File: config.mk
export PLATFORM = sky130hd
export DESIGN_NAME = dispatch_queue
export DESIGN_NICKNAME = d
export VERILOG_FILES = /design/src/rtl/dispatch_queue_pkg.sv /design/src/rtl/dispatch_queue_mem.sv /design/src/rtl/dispatch_queue.sv
export SDC_FILE = /design/constraint.sdc
export NUM_CORES = 1
export LEC_CHECK = 0
export ABC_AREA = 1
export CAP_MARGIN = 20
export CELL_PAD_IN_SITES_DETAIL_PLACEMENT = 2
export CELL_PAD_IN_SITES_GLOBAL_PLACEMENT = 2
export CORE_MARGIN = 2
export CORE_UTILIZATION = 37
export DETAILED_ROUTE_END_ITERATION = 7
export PLACE_DENSITY = 0.83
export SYNTH_ARGS = -nofsm -noshare
export SYNTH_HDL_FRONTEND = slang
export SYNTH_HIERARCHICAL = 1
export SYNTH_SLANG_ARGS = --single-unit
File: constraint.sdc
create_clock -name clk -period 13.8 [get_ports clk]
set_clock_uncertainty 0.2 [all_clocks]
set_input_delay 2.76 -clock clk [delete_from_list [all_inputs] [get_ports clk]]
set_output_delay 2.76 -clock clk [all_outputs]
set_load 0.05 [all_outputs]
File: src/rtl/dispatch_queue_pkg.sv
// Shared types for the dispatch queue: the decoded instruction record,
// the default queue depth and a pointer type sized from it.
package dispatch_queue_pkg;

  // Decoded instruction as handed from decode to issue.
  typedef struct packed {
    logic [31:0] pc;
    logic [31:0] raw;
  } inst_t;

  localparam int DQ_DEPTH = 8;
  localparam int DQ_PTR_W = $clog2(DQ_DEPTH);

  typedef logic [DQ_PTR_W-1:0] dq_ptr_t;

  // Number of set bits in a two-lane mask (0, 1 or 2).
  function automatic logic [1:0] popcount2(input logic [1:0] m);
    return {1'b0, m[0]} + {1'b0, m[1]};
  endfunction

endpackage

File: src/rtl/dispatch_queue_mem.sv
// Entry storage for the dispatch queue: DEPTH x inst_t registers with two
// write ports and two asynchronous read ports. Addresses and enables come
// from the parent; the two write addresses are always distinct.
module dispatch_queue_mem
  import dispatch_queue_pkg::*;
#(
  parameter int DEPTH = DQ_DEPTH,
  parameter int PTR_W = $clog2(DEPTH)
) (
  input  logic                  clk,
  input  logic [1:0]            we,
  input  logic [1:0][PTR_W-1:0] waddr,
  input  inst_t [1:0]           wdata,
  input  logic [1:0][PTR_W-1:0] raddr,
  output inst_t [1:0]           rdata
);

  // Storage is intentionally not reset; valid bits live in the parent.
  inst_t mem [DEPTH];

  // Write up to two entries per cycle.
  always_ff @(posedge clk) begin
    if (we[0]) mem[waddr[0]] <= wdata[0];
    if (we[1]) mem[waddr[1]] <= wdata[1];
  end

  assign rdata[0] = mem[raddr[0]];
  assign rdata[1] = mem[raddr[1]];

endmodule

File: src/rtl/dispatch_queue.sv
// Dual-issue dispatch queue between decode and issue. Holds up to DEPTH
// decoded instructions, accepts pairs from decode and retires 0..2 per
// cycle as reported by issue. A flush empties it in one cycle.
//
// Handshake: decode may offer instructions on f_valid_i (00/01/11) every
// cycle; they are taken only in a cycle where f_ready_o=1, and f_ready_o
// depends on registered state only (never on f_valid_i or is_i). On the
// issue side d_valid_o marks which of inst_o[0..1] hold live entries; issue
// answers with is_i (00/01/11, a subset of d_valid_o) and those entries are
// consumed at that clock edge. Pushed entries appear on inst_o one cycle
// later (no bypass).
module dispatch_queue
  import dispatch_queue_pkg::*;
#(
  parameter int DEPTH = DQ_DEPTH
) (
  input  logic        clk,
  input  logic        rst,
  input  logic        flush_i,
  input  inst_t [1:0] inst_i,
  input  logic  [1:0] f_valid_i,
  output logic        f_ready_o,
  output inst_t [1:0] inst_o,
  output logic  [1:0] d_valid_o,
  input  logic  [1:0] is_i
);

  localparam int PTR_W   = $clog2(DEPTH);
  localparam int COUNT_W = PTR_W + 1;

  logic [PTR_W-1:0]   head_q, tail_q;
  logic [COUNT_W-1:0] count_q;

  logic [1:0]            push_n, pop_n;
  logic [1:0]            we;
  logic [1:0][PTR_W-1:0] waddr, raddr;

  // Readiness only when a full pair fits, so decode never has to split.
  assign f_ready_o = (count_q <= COUNT_W'(DEPTH - 2));
  assign d_valid_o = {count_q >= COUNT_W'(2), count_q >= COUNT_W'(1)};

  // Push/pop amounts and storage port addressing for this cycle.
  always_comb begin
    push_n   = f_ready_o ? popcount2(f_valid_i) : 2'd0;
    pop_n    = popcount2(is_i);
    we       = f_ready_o ? f_valid_i : 2'b00;
    waddr[0] = tail_q;
    waddr[1] = tail_q + PTR_W'(1);
    raddr[0] = head_q;
    raddr[1] = head_q + PTR_W'(1);
  end

  // Pointer and occupancy update; flush takes priority over push and pop.
  always_ff @(posedge clk or posedge rst) begin
    if (rst) begin
      head_q  <= '0;
      tail_q  <= '0;
      count_q <= '0;
    end else if (flush_i) begin
      head_q  <= '0;
      tail_q  <= '0;
      count_q <= '0;
    end else begin
      head_q  <= head_q + PTR_W'(pop_n);
      tail_q  <= tail_q + PTR_W'(push_n);
      count_q <= count_q + COUNT_W'(push_n) - COUNT_W'(pop_n);
    end
  end

  dispatch_queue_mem #(
    .DEPTH (DEPTH),
    .PTR_W (PTR_W)
  ) u_mem (
    .clk   (clk),
    .we    (we),
    .waddr (waddr),
    .wdata (inst_i),
    .raddr (raddr),
    .rdata (inst_o)
  );

  // Interface legality checks on the decode and issue sides.
  a_fvalid_shape : assert property (@(posedge clk) disable iff (rst)
    f_valid_i != 2'b10);
  a_is_shape : assert property (@(posedge clk) disable iff (rst)
    is_i != 2'b10);
  a_is_subset : assert property (@(posedge clk) disable iff (rst)
    (is_i & ~d_valid_o) == 2'b00);
  a_count_range : assert property (@(posedge clk) disable iff (rst)
    count_q <= COUNT_W'(DEPTH));

endmodule

==> results.cfg <==
[outcome]
outcome = finished clean

[route]
wirelength_mm = 147.1
drt_drc_violations_left = 0
drt-pass1-iter-count = 5
drtAntennaViolNets = 0
wire_per_inst_um = 24.40
drtIter0Drc = 2164
via_count = 33190
via_per_inst = 5.503

[yosys]
yosysMostFrequentCell = nand2_1
ys_async_sr_fraction_pct = 1.916
synth_seq_area_share_pct = 46.35
yosysTopAreaCellShare_pct = 45.60
syn_nets = 4943
ys_types = 24
synth_common_cells = nand2_1, inv_1, nand3_1, edfxtp_1, o21ai_1
yosys.area_share.adder_pct = 0.7200
synth-warning-count = 6
ys_ff_latch = 522
syn_area_per_cell_um2 = 7.037
synth_top_area_cell = edfxtp_1
synth_compound_area_share_pct = 7.912
synth_ff_type = edfxtp_1
synth_top_family_by_area = simple AND/OR/NAND/NOR gates
synth_cells = 4791
yosys.area_share.simple_pct = 32.38
syn_area_um2 = 33710
synth-xor-area-share_pct = 0.07794
synth_area_leaders = edfxtp_1, nand2_1, nand3_1, inv_1, o21ai_1
synthMuxAreaShare_pct = 0
synth-edff-count = 512

[clocking]
cts_tree = yes
cts.sinks = 522
clk_pin_slew_ns = 0.06
clockBufferDepth = 3
cts_root_buffer = clkbuf_16
h-tree-depth = 3
cts_buffers = 68
post-cts-setup-buffers = 0
ctsResizeCount = 0
clkLatencyLatePin_ns = 0.61
ctsHoldBuffers = 0

[setup_path]
crit_slowest_cell = buf_4
cp.required_ns = 10.84
r2r_slack_ns = 9.35
critPathCaptureType = primary output
cpPeakStageDelay_ns = 0.94
reg2reg_depth = 13
cp.arrival_ns = 5.74
crit_path_max_fanout = 124
cp_cell_sequence = inv_8 > inv_8 > buf_4 > buf_4 > nand2_1 > nand3_1 > nand2_1 > nand2_1 > nand2_1 > clkdlybuf4s50_1
timing.rr.end = u_mem/mem[4][21]
r2r_start = count_q[3]
crit_top_cell = nand2_1
critPathKind = reg -> out
crit_path_start_kind = register

[floorplan]
die_height_um = 305.9
fp.dieW_um = 305.9
die_area_um2 = 93550
core_um2 = 90150
start_util_pct = 37.40
io_pins = 266
rows = 110

[sta]
max_freq_ghz = 0.1149
period_share_pct = 63.06
slew_violations = 0
worst_pin_slew_ns = 1.135
grt_setup_unrepaired = no
setup_viol = 0
timing.hold.ws_ns = 0.4869
worst_slew_margin_rel_pct = 24.02
tns_ns = 0
timing.final.ws_setup_ns = 5.097
period_minus_slack_ns = 8.703
report.final.hold_viol_count = 0

[hold_path]
hold_class = reg -> reg
min_to = count_q[0]
hold_depth = 3
min_from = count_q[0]

[placement]
buffer_ports.inserted = 265
dp_hpwl_mm = 83.58
dp_slack_ns = 5.680
place_congestion = 0.7717

[global_route]
grt_usage_pct = 31.27
grt_util_met2_pct = 55.63
first_global_vias = 36380
gr-total-overflow = 0
grt_util_met1_pct = 37.80
grt_use_met3_pct = 4.023
grt_first_pass_wirelength_mm = 221.8
grt_max_degree = 126
antenna_found_initial = 11
top_usage_layer = met2

[layout]
n_fill_cell = 10600
final_nets = 4954
syn_to_final_growth_pct = 14.54
drive_above_1_share_pct = 3.569

[pwr]
p_per_area_nw_per_um2 = 200.4
p_leak_nw = 18.66
peakVddDrop_mv = 0.1266
power_mw = 7.738

[job]
cap_violations = 0
where the power goes:
part / leakage, nW / internal (mW) / total (mW) / switching [mW]
Clock: 0.980 / 0.978 / 1.69 / 0.715
Sequential: 4.80 / 2.16 / 2.27 / 0.104
Combinational: 12.9 / 0.959 / 3.78 / 2.82
logic make-up (layout without fill, tap and decap cells):
group / after synthesis / count (layout)
AND/OR/NAND/NOR: 2732 / 2732
buffers and inverters: 990 / 1046
AO/OA/AOI/OAI: 527 / 527
flip-flops: 522 / 522
adder cells (fa/ha/maj): 17 / 17
XOR/XNOR: 3 / 3
other: 0 / 7
metal layers:
metal  vias up  routed length (µm)  part of all wire (%)
met5         -                  43                 0.029
met3       321                7413                   5.0
met2       900               73310                    50
met4         6                6087                   4.1
met1     16870               60260                    41
li1      15090                   -                     -
stage by stage:
stage | cell area [µm²] | cells | util, %
global placement | 36490 | 5904 | 40.48
finish | 38610 | 6030 | 42.83
detailed placement | 36530 | 5906 | 40.52
CTS | 38540 | 6021 | 42.75
global route | 38610 | 6030 | 42.83
floorplan | 33710 | 4791 | -
critical path, delay by kind of cell, from the launching register on:
family                 cells  cell delay, ns
DFF                        1            0.90
buffers and inverters      5            3.52
and+or+nand+nor            5            0.55
cells in the final DEF (no fill, tap or decap), types with 4 or more instances in the layout:
master / synthesis / layout
nand2_1: 2198 / 2192
inv_1: 609 / 606
nand3_1: 515 / 514
edfxtp_1: 512 / 512
o21ai_1: 337 / 337
clkdlybuf4s50_1: 0 / 265
o21ai_0: 181 / 173
clkbuf_16: 0 / 69
buf_4: 34 / 45
clkbuf_1: 48 / 24
nor2_1: 15 / 15
ha_1: 13 / 12
o21ai_4: 1 / 9
clkinv_2: 0 / 8
diode_2: 0 / 7
clkinv_1: 0 / 7
dfrtp_1: 10 / 7
nand2_4: 0 / 6
inv_6: 0 / 5
o21ai_2: 5 / 5
fa_1: 4 / 4
registers in the layout, summed over array words and instances (netlist names):
| signal | flops |
|---|---|
| count_q | 4 |
| head_q | 3 |
| tail_q | 3 |
| u_mem/mem | 512 |
area by class of cell:
type                       instances  area, µm²  share of cell area (%)
sequential                       522      15640                   40.49
multi-input combinational       3279      14030                   36.34
timing repair buffer             314       3085                   7.990
inverter                         617       2359                   6.108
clock buffer                      94       1831                   4.740
tap                             1176       1471                   3.811
clock inverter                    21      181.4                  0.4698
antenna                            7      17.52                 0.04536
worst max-delay path by stage:
| stage | start | endpoint | cells past startpoint |
|---|---|---|---|
| final | head_q[0] | inst_o[87] | 10 |
| after global routing | head_q[0] | inst_o[80] | 10 |
| after CTS | head_q[0] | inst_o[87] | 10 |
| after detailed placement | head_q[0] | inst_o[87] | 10 |
| after global placement | head_q[0] | inst_o[91] | 10 |
| after floorplan | f_valid_i[0] | u_mem/mem[1][0] | 4 |
Power figures use the tool's default switching activity.
